## src/rtl/dmem_arbiter_if.sv

```systemverilog
// dmem_arbiter_if
// Bus bundle between the data-memory arbiter, its two requesters
// (core port C, auxiliary port A) and the single data memory.
//   c_* / a_* : request (req, we, mask, addr, wdata) in,
//               response (gnt, rvalid, rdata) out
//   mem_*     : active-low cs/wr, byte mask, address, write data out,
//               read data in
// Modport "master" is the arbiter side; "slave" is the requesters plus
// the memory model.
interface dmem_arbiter_if #(
    parameter int ADDR_W = 32,
    parameter int DATA_W = 32
);
    localparam int MASK_W = DATA_W / 8;

    logic              c_req;
    logic              c_we;
    logic [MASK_W-1:0] c_mask;
    logic [ADDR_W-1:0] c_addr;
    logic [DATA_W-1:0] c_wdata;
    logic              c_gnt;
    logic              c_rvalid;
    logic [DATA_W-1:0] c_rdata;

    logic              a_req;
    logic              a_we;
    logic [MASK_W-1:0] a_mask;
    logic [ADDR_W-1:0] a_addr;
    logic [DATA_W-1:0] a_wdata;
    logic              a_gnt;
    logic              a_rvalid;
    logic [DATA_W-1:0] a_rdata;

    logic              mem_cs;
    logic              mem_wr;
    logic [MASK_W-1:0] mem_mask;
    logic [ADDR_W-1:0] mem_addr;
    logic [DATA_W-1:0] mem_wdata;
    logic [DATA_W-1:0] mem_rdata;

    modport master (
        input  c_req, c_we, c_mask, c_addr, c_wdata,
        output c_gnt, c_rvalid, c_rdata,
        input  a_req, a_we, a_mask, a_addr, a_wdata,
        output a_gnt, a_rvalid, a_rdata,
        output mem_cs, mem_wr, mem_mask, mem_addr, mem_wdata,
        input  mem_rdata
    );

    modport slave (
        output c_req, c_we, c_mask, c_addr, c_wdata,
        input  c_gnt, c_rvalid, c_rdata,
        output a_req, a_we, a_mask, a_addr, a_wdata,
        input  a_gnt, a_rvalid, a_rdata,
        input  mem_cs, mem_wr, mem_mask, mem_addr, mem_wdata,
        output mem_rdata
    );
endinterface

```

## src/rtl/dmem_arbiter.sv

```systemverilog
// dmem_arbiter
// Two-port round-robin arbiter and sequencer for the single data memory.
// One transaction at a time: IDLE -> ISSUE (chip select, grant) ->
// WAIT (LAT cycles) -> RESP (rvalid + data) -> IDLE.
// Ports:
//   clk  - rising-edge clock
//   rst  - asynchronous active-high reset
//   bus  - dmem_arbiter_if.master (core port C, aux port A, memory side)
// Parameters: ADDR_W, DATA_W, LAT (1..15, chip-select to read-data cycles).
module dmem_arbiter #(
    parameter int ADDR_W = 32,
    parameter int DATA_W = 32,
    parameter int LAT    = 1
) (
    input  logic                  clk,
    input  logic                  rst,
    dmem_arbiter_if.master        bus
);
    localparam int MASK_W = DATA_W / 8;
    localparam logic SEL_C = 1'b0;
    localparam logic SEL_A = 1'b1;

    typedef enum logic [1:0] {
        S_IDLE  = 2'd0,
        S_ISSUE = 2'd1,
        S_WAIT  = 2'd2,
        S_RESP  = 2'd3
    } state_e;

    state_e            state_r, state_nxt;
    logic              sel_r, sel_nxt;
    logic              last_sel_r, last_sel_nxt;
    logic              we_r, we_nxt;
    logic [3:0]        cnt_r, cnt_nxt;
    logic [DATA_W-1:0] rdata_q_r, rdata_q_nxt;

    // Fields of the selected requester; only consumed while in ISSUE.
    logic              sel_we_s;
    logic [MASK_W-1:0] sel_mask_s;
    logic [ADDR_W-1:0] sel_addr_s;
    logic [DATA_W-1:0] sel_wdata_s;

    // Route the selected port's request fields toward the memory.
    always_comb begin
        sel_we_s    = bus.c_we;
        sel_mask_s  = bus.c_mask;
        sel_addr_s  = bus.c_addr;
        sel_wdata_s = bus.c_wdata;
        if (sel_r == SEL_A) begin
            sel_we_s    = bus.a_we;
            sel_mask_s  = bus.a_mask;
            sel_addr_s  = bus.a_addr;
            sel_wdata_s = bus.a_wdata;
        end else begin
            sel_we_s    = bus.c_we;
            sel_mask_s  = bus.c_mask;
            sel_addr_s  = bus.c_addr;
            sel_wdata_s = bus.c_wdata;
        end
    end

    // Sequencer state registers; reset drops any in-flight transaction.
    always_ff @(posedge clk or posedge rst) begin
        if (rst) begin
            state_r    <= S_IDLE;
            sel_r      <= SEL_C;
            last_sel_r <= SEL_A;      // core wins the first contention
            we_r       <= 1'b0;
            cnt_r      <= 4'd0;
            rdata_q_r  <= '0;
        end else begin
            state_r    <= state_nxt;
            sel_r      <= sel_nxt;
            last_sel_r <= last_sel_nxt;
            we_r       <= we_nxt;
            cnt_r      <= cnt_nxt;
            rdata_q_r  <= rdata_q_nxt;
        end
    end

    // Next-state logic: arbitration, latency countdown, read capture.
    always_comb begin
        state_nxt    = state_r;
        sel_nxt      = sel_r;
        last_sel_nxt = last_sel_r;
        we_nxt       = we_r;
        cnt_nxt      = cnt_r;
        rdata_q_nxt  = rdata_q_r;
        case (state_r)
            S_IDLE: begin
                if (bus.c_req && bus.a_req) begin
                    sel_nxt   = ~last_sel_r;
                    state_nxt = S_ISSUE;
                end else if (bus.c_req) begin
                    sel_nxt   = SEL_C;
                    state_nxt = S_ISSUE;
                end else if (bus.a_req) begin
                    sel_nxt   = SEL_A;
                    state_nxt = S_ISSUE;
                end else begin
                    state_nxt = S_IDLE;
                end
            end
            S_ISSUE: begin
                // we is captured here so WAIT knows whether to keep mem_rdata.
                we_nxt       = sel_we_s;
                last_sel_nxt = sel_r;
                cnt_nxt      = 4'(LAT);
                state_nxt    = S_WAIT;
            end
            S_WAIT: begin
                cnt_nxt = cnt_r - 4'd1;
                if (cnt_r == 4'd1) begin
                    rdata_q_nxt = we_r ? {DATA_W{1'b0}} : bus.mem_rdata;
                    state_nxt   = S_RESP;
                end else begin
                    state_nxt = S_WAIT;
                end
            end
            S_RESP: begin
                state_nxt = S_IDLE;
            end
            default: begin
                state_nxt = S_IDLE;
            end
        endcase
    end

    // Output decode from registered state; requests never reach gnt directly.
    always_comb begin
        bus.mem_cs    = 1'b1;
        bus.mem_wr    = 1'b1;
        bus.mem_mask  = '0;
        bus.mem_addr  = '0;
        bus.mem_wdata = '0;
        bus.c_gnt     = 1'b0;
        bus.a_gnt     = 1'b0;
        bus.c_rvalid  = 1'b0;
        bus.a_rvalid  = 1'b0;
        bus.c_rdata   = '0;
        bus.a_rdata   = '0;
        case (state_r)
            S_ISSUE: begin
                bus.mem_cs    = 1'b0;
                bus.mem_wr    = ~sel_we_s;
                bus.mem_mask  = sel_we_s ? sel_mask_s : {MASK_W{1'b1}};
                bus.mem_addr  = sel_addr_s;
                bus.mem_wdata = sel_wdata_s;
                bus.c_gnt     = (sel_r == SEL_C);
                bus.a_gnt     = (sel_r == SEL_A);
            end
            S_RESP: begin
                if (sel_r == SEL_A) begin
                    bus.a_rvalid = 1'b1;
                    bus.a_rdata  = rdata_q_r;
                end else begin
                    bus.c_rvalid = 1'b1;
                    bus.c_rdata  = rdata_q_r;
                end
            end
            default: begin
                bus.mem_cs = 1'b1;
            end
        endcase
    end
endmodule
```

## src/flat_wrapper.sv

```systemverilog
// flat-port wrapper written by rule: the top's interface ports become plain ports
module dmem_arbiter_flat 
#(
    parameter int ADDR_W = 32,
    parameter int DATA_W = 32,
    parameter int LAT    = 1
)
  (clk, rst, bus_c_req, bus_c_we, bus_c_mask, bus_c_addr, bus_c_wdata, bus_c_gnt, bus_c_rvalid, bus_c_rdata, bus_a_req, bus_a_we, bus_a_mask, bus_a_addr, bus_a_wdata, bus_a_gnt, bus_a_rvalid, bus_a_rdata, bus_mem_cs, bus_mem_wr, bus_mem_mask, bus_mem_addr, bus_mem_wdata, bus_mem_rdata);
  dmem_arbiter_if #(.ADDR_W(ADDR_W), .DATA_W(DATA_W)) bus_i ();
  input  logic clk;
  input  logic rst;
  input wire logic [$bits(bus_i.c_req)-1:0] bus_c_req;
  input wire logic [$bits(bus_i.c_we)-1:0] bus_c_we;
  input wire logic [$bits(bus_i.c_mask)-1:0] bus_c_mask;
  input wire logic [$bits(bus_i.c_addr)-1:0] bus_c_addr;
  input wire logic [$bits(bus_i.c_wdata)-1:0] bus_c_wdata;
  output wire logic [$bits(bus_i.c_gnt)-1:0] bus_c_gnt;
  output wire logic [$bits(bus_i.c_rvalid)-1:0] bus_c_rvalid;
  output wire logic [$bits(bus_i.c_rdata)-1:0] bus_c_rdata;
  input wire logic [$bits(bus_i.a_req)-1:0] bus_a_req;
  input wire logic [$bits(bus_i.a_we)-1:0] bus_a_we;
  input wire logic [$bits(bus_i.a_mask)-1:0] bus_a_mask;
  input wire logic [$bits(bus_i.a_addr)-1:0] bus_a_addr;
  input wire logic [$bits(bus_i.a_wdata)-1:0] bus_a_wdata;
  output wire logic [$bits(bus_i.a_gnt)-1:0] bus_a_gnt;
  output wire logic [$bits(bus_i.a_rvalid)-1:0] bus_a_rvalid;
  output wire logic [$bits(bus_i.a_rdata)-1:0] bus_a_rdata;
  output wire logic [$bits(bus_i.mem_cs)-1:0] bus_mem_cs;
  output wire logic [$bits(bus_i.mem_wr)-1:0] bus_mem_wr;
  output wire logic [$bits(bus_i.mem_mask)-1:0] bus_mem_mask;
  output wire logic [$bits(bus_i.mem_addr)-1:0] bus_mem_addr;
  output wire logic [$bits(bus_i.mem_wdata)-1:0] bus_mem_wdata;
  input wire logic [$bits(bus_i.mem_rdata)-1:0] bus_mem_rdata;
  assign bus_i.c_req = bus_c_req;
  assign bus_i.c_we = bus_c_we;
  assign bus_i.c_mask = bus_c_mask;
  assign bus_i.c_addr = bus_c_addr;
  assign bus_i.c_wdata = bus_c_wdata;
  assign bus_c_gnt = bus_i.c_gnt;
  assign bus_c_rvalid = bus_i.c_rvalid;
  assign bus_c_rdata = bus_i.c_rdata;
  assign bus_i.a_req = bus_a_req;
  assign bus_i.a_we = bus_a_we;
  assign bus_i.a_mask = bus_a_mask;
  assign bus_i.a_addr = bus_a_addr;
  assign bus_i.a_wdata = bus_a_wdata;
  assign bus_a_gnt = bus_i.a_gnt;
  assign bus_a_rvalid = bus_i.a_rvalid;
  assign bus_a_rdata = bus_i.a_rdata;
  assign bus_mem_cs = bus_i.mem_cs;
  assign bus_mem_wr = bus_i.mem_wr;
  assign bus_mem_mask = bus_i.mem_mask;
  assign bus_mem_addr = bus_i.mem_addr;
  assign bus_mem_wdata = bus_i.mem_wdata;
  assign bus_i.mem_rdata = bus_mem_rdata;
  dmem_arbiter #(.ADDR_W(ADDR_W), .DATA_W(DATA_W), .LAT(LAT)) u_core (.clk(clk), .rst(rst), .bus(bus_i));
endmodule
```

## config.mk

```make
export PLATFORM = sky130hd
export DESIGN_NAME = dmem_arbiter_flat
export DESIGN_NICKNAME = d
export VERILOG_FILES = /design/src/rtl/dmem_arbiter_if.sv /design/src/rtl/dmem_arbiter.sv /design/src/flat_wrapper.sv
export SDC_FILE = /design/constraint.sdc
export NUM_CORES = 1
export LEC_CHECK = 0
export ABC_CLOCK_PERIOD_IN_PS = 1800
export CORE_AREA = 2 2 120 122
export DETAILED_ROUTE_END_ITERATION = 10
export DIE_AREA = 0 0 122 124
export PLACE_DENSITY = 0.73
export SETUP_SLACK_MARGIN = 0.15
export SLEW_MARGIN = 25
export SYNTH_ARGS = -nofsm -noshare
export SYNTH_HDL_FRONTEND = slang
export SYNTH_SLANG_ARGS = --single-unit
```

## constraint.sdc

```tcl
create_clock -name clk -period 1.8 [get_ports clk]
set_input_delay 0.36 -clock clk [delete_from_list [all_inputs] [get_ports clk]]
set_output_delay 0.36 -clock clk [all_outputs]
set_load 0.02 [all_outputs]
```

* Yosys cells after proc, flatten, opt, wreduce, memory -nomap -nowiden *
Index checks and enable logic that the tools add are counted.

storage, ports and cells
  flip-flop bits (word level) = 41
  input bits = 174
  output and inout port bits = 138
  logic and storage cells = 50

cells by class
  $add $sub $neg = 1
  equality and inequality tests = 4
  mux-type cells = 30
  bitwise gates (word level) = 3
  reductions and logical operators = 6

operators with widths
  operator             count
  $mux 32              9
  $mux 1               14
  $mux 4               3
  $pmux 2 s4           1
  $pmux 4 s2           1
  $eq 2x2->1 const B   2
  $eq 4x1->1 const B   1
  $mux 2               2
  $reduce_and 2->1     2
  $sub 4x1->4 const B  1
  $not 1->1            3
  $reduce_bool 3->1    1
  $eq 2x1->1 const B   1
  $logic_not 2->1      1
  $reduce_bool 2->1    1
  $logic_and 1x1->1    1

* Depth between registers and ports, before layout *
  depth in word-level cells = 4
  gate-level depth with buffers = 7
  gate-level depth less buffers = 5

* Worst setup path before layout *
No wires, ideal clock.

  path type = register to output
  start point = register u_core.state_r[1]
  end point = output bus_mem_wdata[22]
  arrival = 1357 ps
  path slack = 83 ps
  cell stages (with the launch flop) = 6
  path buffers = 1
  cells stage by stage = dfrtp_1 > inv_1 > ha_1 > inv_2 > clkbuf_1 > nor2_1

between the ends
  cells in the longest elaborated chain, start to end = 2

ends and longest elaborated chain
  what                    RTL line             RTL
  start, declared         dmem_arbiter.sv:30   state_e state_r, state_nxt;
  start signal, assigned  dmem_arbiter.sv:72   state_r <= state_nxt;
  $eq 2x1->1              dmem_arbiter.sv:142  case (state_r)
  $mux 32                 dmem_arbiter.sv:142
  end, declared           flat_wrapper.sv:32   output wire logic [$bits(bus_i.mem_wdata)-1:0] bus_mem_wdata;

No other way between the ends.

* Worst setup path in the final report *
  start point = register u_core.sel_r
  end point = output bus_mem_addr[26]

between the ends
  cells in the longest elaborated chain, start to end = 2

ends and longest elaborated chain
  what                    RTL line             RTL
  start, declared         dmem_arbiter.sv:31   logic sel_r, sel_nxt;
  start signal, assigned  dmem_arbiter.sv:73   sel_r <= sel_nxt;
  $mux 32                 dmem_arbiter.sv:49   if (sel_r == SEL_A) begin
  $mux 32                 dmem_arbiter.sv:142
  end, declared           flat_wrapper.sv:31   output wire logic [$bits(bus_i.mem_addr)-1:0] bus_mem_addr;

No other way between the ends.

==> impl_metrics.env <==
export IMPL_start_util_pct=24.82
export IMPL_ir_worst_vdd_mv=0.6670
export IMPL_p_leak_nw=3.921
export IMPL_rr_startpoint="u_core.state_r[0]"
export IMPL_grt_pass1_wl_mm=24.10
export IMPL_drc=0
export IMPL_nets=971
export IMPL_ys_types=29
export IMPL_cts_made_buffers=5
export IMPL_status="complete, but fails checks"
export IMPL_multi_input_area_um2=2999
export IMPL_crit_end="bus_mem_addr[26]"
export IMPL_synth_edf_count=0
export IMPL_r2r_slack_ns=0.22
export IMPL_grt_setup_unrepaired="true"
export IMPL_cts_hold_buffers=0
export IMPL_final_max_slew_violation_count=0
export IMPL_portBuffers=311
export IMPL_first_global_vias=4522
export IMPL_switching_share_pct=41.42
export IMPL_hold_viol_final=0
export IMPL_yosysSeqAreaShare_pct=30.17
export IMPL_crit_required_ns=1.44
export IMPL_cts_sinks=41
export IMPL_drive_gt1_share_pct=52.65
export IMPL_synthTopCellsByCount="nor2_1, mux2i_1, dfrtp_1"
export IMPL_worstSetupPathType="register to output port"
export IMPL_setup_viol=138
export IMPL_dieHeight_um=124
export IMPL_grt_start_max_net_pins=39
export IMPL_gp_congestion=0.7639
export IMPL_cp_arrival_ns=1.75
export IMPL_synth_largest_area_cell="dfrtp_1"
export IMPL_netlist_instances=415
export IMPL_fmax_mhz=473.0
export IMPL_slew_headroom_pct=70.78
export IMPL_grt_usage_pct=20.54
export IMPL_crit_fanout=5
export IMPL_clock_path_buffers=2
export IMPL_rr_worst_depth=7
export IMPL_fin_ws_ns=-0.3140
export IMPL_rows=43
export IMPL_intPower_mw=7.066
export IMPL_period_share_pct=117.4
export IMPL_pre_cts_slack_ns=-0.4325
export IMPL_tritoncts="done"
export IMPL_vias=4565
export IMPL_synth_most_common_cell="nor2_1"
export IMPL_critical_path_startpoint_type="register"
export IMPL_ys_ff_latch=41
export IMPL_gr_total_overflow=0
export IMPL_grt_antenna_before_repair=0
export IMPL_area_growth_pct=165.8
export IMPL_fin_skew_ns=0.005587
export IMPL_clock_latency_ns=0.28
export IMPL_dr_pass1_iters=7
export IMPL_io_pins=312
export IMPL_holdWs_ns=0.3344
export IMPL_hpwl_mm=11.56
export IMPL_wirelength_mm=19.12
export IMPL_seqPwrFrac_pct=13.1
export IMPL_ant_nets=0
export IMPL_min_period_ns=2.114
export IMPL_cts_htree_levels=2
export IMPL_cp_end_kind="output port"
export IMPL_crit_path_start="u_core.sel_r"
export IMPL_insertedDiodeCount=0
export IMPL_synth_flop_cell="dfrtp_1"
export IMPL_die_area_um2=15130
export IMPL_layoutNonFillerInstCount=972
export IMPL_worst_pin_slew_ns=0.4356
export IMPL_ys_async_sr_fraction_pct=100.0
export IMPL_p_switching_mw=4.996
export IMPL_layout_area_seq_um2=1032
export IMPL_via_per_inst=4.697
export IMPL_root_buffer="clkbuf_16"
export IMPL_cts_clk_slew_worst_paths_ns=0.06
export IMPL_drv_cap=0
export IMPL_nFillCells=984
export IMPL_routedWlPerCell_um=19.67
export IMPL_hp_class="input pin to async pin"
export IMPL_p_total_mw=12.06
export IMPL_drt_initial_drc_count=206
export IMPL_r2r_end="u_core.rdata_q_r[2]"
export IMPL_die_x_um=122
export IMPL_place_inst=891
export IMPL_yosysTopAreaCellShare_pct=29.40
export IMPL_synth_net_count=595
export IMPL_failed_checks="negative setup slack"
export IMPL_combPwrFrac_pct=79.2
export IMPL_synth_avg_cell_area_um2=8.204
export IMPL_fp_coreArea_um2=13720
export IMPL_p_clk_share_pct=7.7
export IMPL_yosys_top_cells_area="dfrtp_1, mux2i_1, nor2_1"
export IMPL_ys_warn_count=0
export IMPL_syn_cell_area_um2=3405
export IMPL_power_density_nw_per_um2=1333
## worst max-delay path: stages (launching register included)
cell and delay (ns):
dfrtp_4 0.52, buf_12 0.16, buf_4 0.13, buf_6 0.12, buf_16 0.13, mux2i_1 0.12
nor2_1 0.13, buf_4 0.16
## cells in the final DEF (no fill, tap or decap), drive strengths merged
master         Yosys  final
nor2              70     70
dfrtp             40     40
clkinv             0      3
and3              32     32
clkbuf            17      9
a21o               1      1
o21ai             40     40
inv                7      6
o22ai              4      4
dfstp              1      1
buf               18    227
nand3b             1      1
a31oi              1      1
clkdlybuf4s50      0    173
bufbuf             0      1
mux2i             64     64
or4                1      1
ha                 6      6
o31a               1      1
nand4bb            1      1
nand2b            33     33
and2              34     34
a32o               1      1
nand3              1      1
nand2             39     39
nor2b              2      2
## cell families after synthesis
family                     after synthesis  synth area share, %
AOI/OAI and AO/OA                       48                9.445
muxes                                   64                18.82
adders and majority gates                6                2.205
and+or+nand+nor                        214                31.72
buffers and inverters                   42                7.644
DFF                                     41                30.17
## state kept, by name, indices dropped and copies added, names as in the netlist
signal             cells
u_core.state_r         2
u_core.rdata_q_r      32
u_core.cnt_r           4
u_core.sel_r           1
u_core.we_r            1
u_core.last_sel_r      1
## through the flow
stage | cell area [um^2] | setup TNS (ns) | util, %
after floorplan | 3408 | 0 | -
after global placement | 6769 | -26.11 | 49.34
after detailed placement | 6769 | -28.82 | 49.34
after CTS | 7951 | -19.09 | 57.96
after global routing | 9050 | -29.81 | 65.96
final | 9050 | -24.29 | 65.96
## per-layer routing
metal	part of all wire, %	vias up	global-route usage [%]
li1	-	2141	-
met1	35	2179	22.85
met2	56	212	39.56
met3	6.8	33	4.625
met4	2.4	0	4.741
met5	0	-	0
## timing repair
| item | 4_1_cts | 5_1_grt |
|---|---|---|
| endpoints found under the setup margin | 138 | 168 |
| pin swaps | 6 | 28 |
| cloned | 13 | 3 |
| resized for setup | 823 | 267 |
| buffers inserted | 41 | 16 |
## worst min-delay path by stage
stage | end | slack [ns] | depth (start not counted)
final | u_core.rdata_q_r[25] | 0.33 | 2
after global routing | u_core.rdata_q_r[25] | 0.35 | 2
after CTS | u_core.rdata_q_r[25] | 0.34 | 2
after detailed placement | u_core.rdata_q_r[2] | 0.48 | 2
after global placement | u_core.rdata_q_r[4] | 0.47 | 2
after floorplan | u_core.rdata_q_r[20] | 0.45 | 2
## area by class of cell
| type | instances | share of cell area, % |
|---|---|---|
| Clock buffer | 6 | 1.535 |
| Clock inverter | 2 | 0.1521 |
| Inverter | 7 | 0.3733 |
| Multi-Input combinational cell | 332 | 33.14 |
| Sequential cell | 41 | 11.41 |
| Tap cell | 180 | 2.489 |
| Timing Repair Buffer | 404 | 50.91 |
## power groups by stage
stage               Clock, mW  Combinational [mW]  Sequential [mW]
floorplan                   0                3.47             1.41
global placement            0                5.33             1.54
detailed placement          0                5.45             1.56
CTS                     0.951                7.77             1.53
global route            0.983                10.1             1.62
finish                  0.923                9.55             1.59
(Power assumes the default switching activity.)
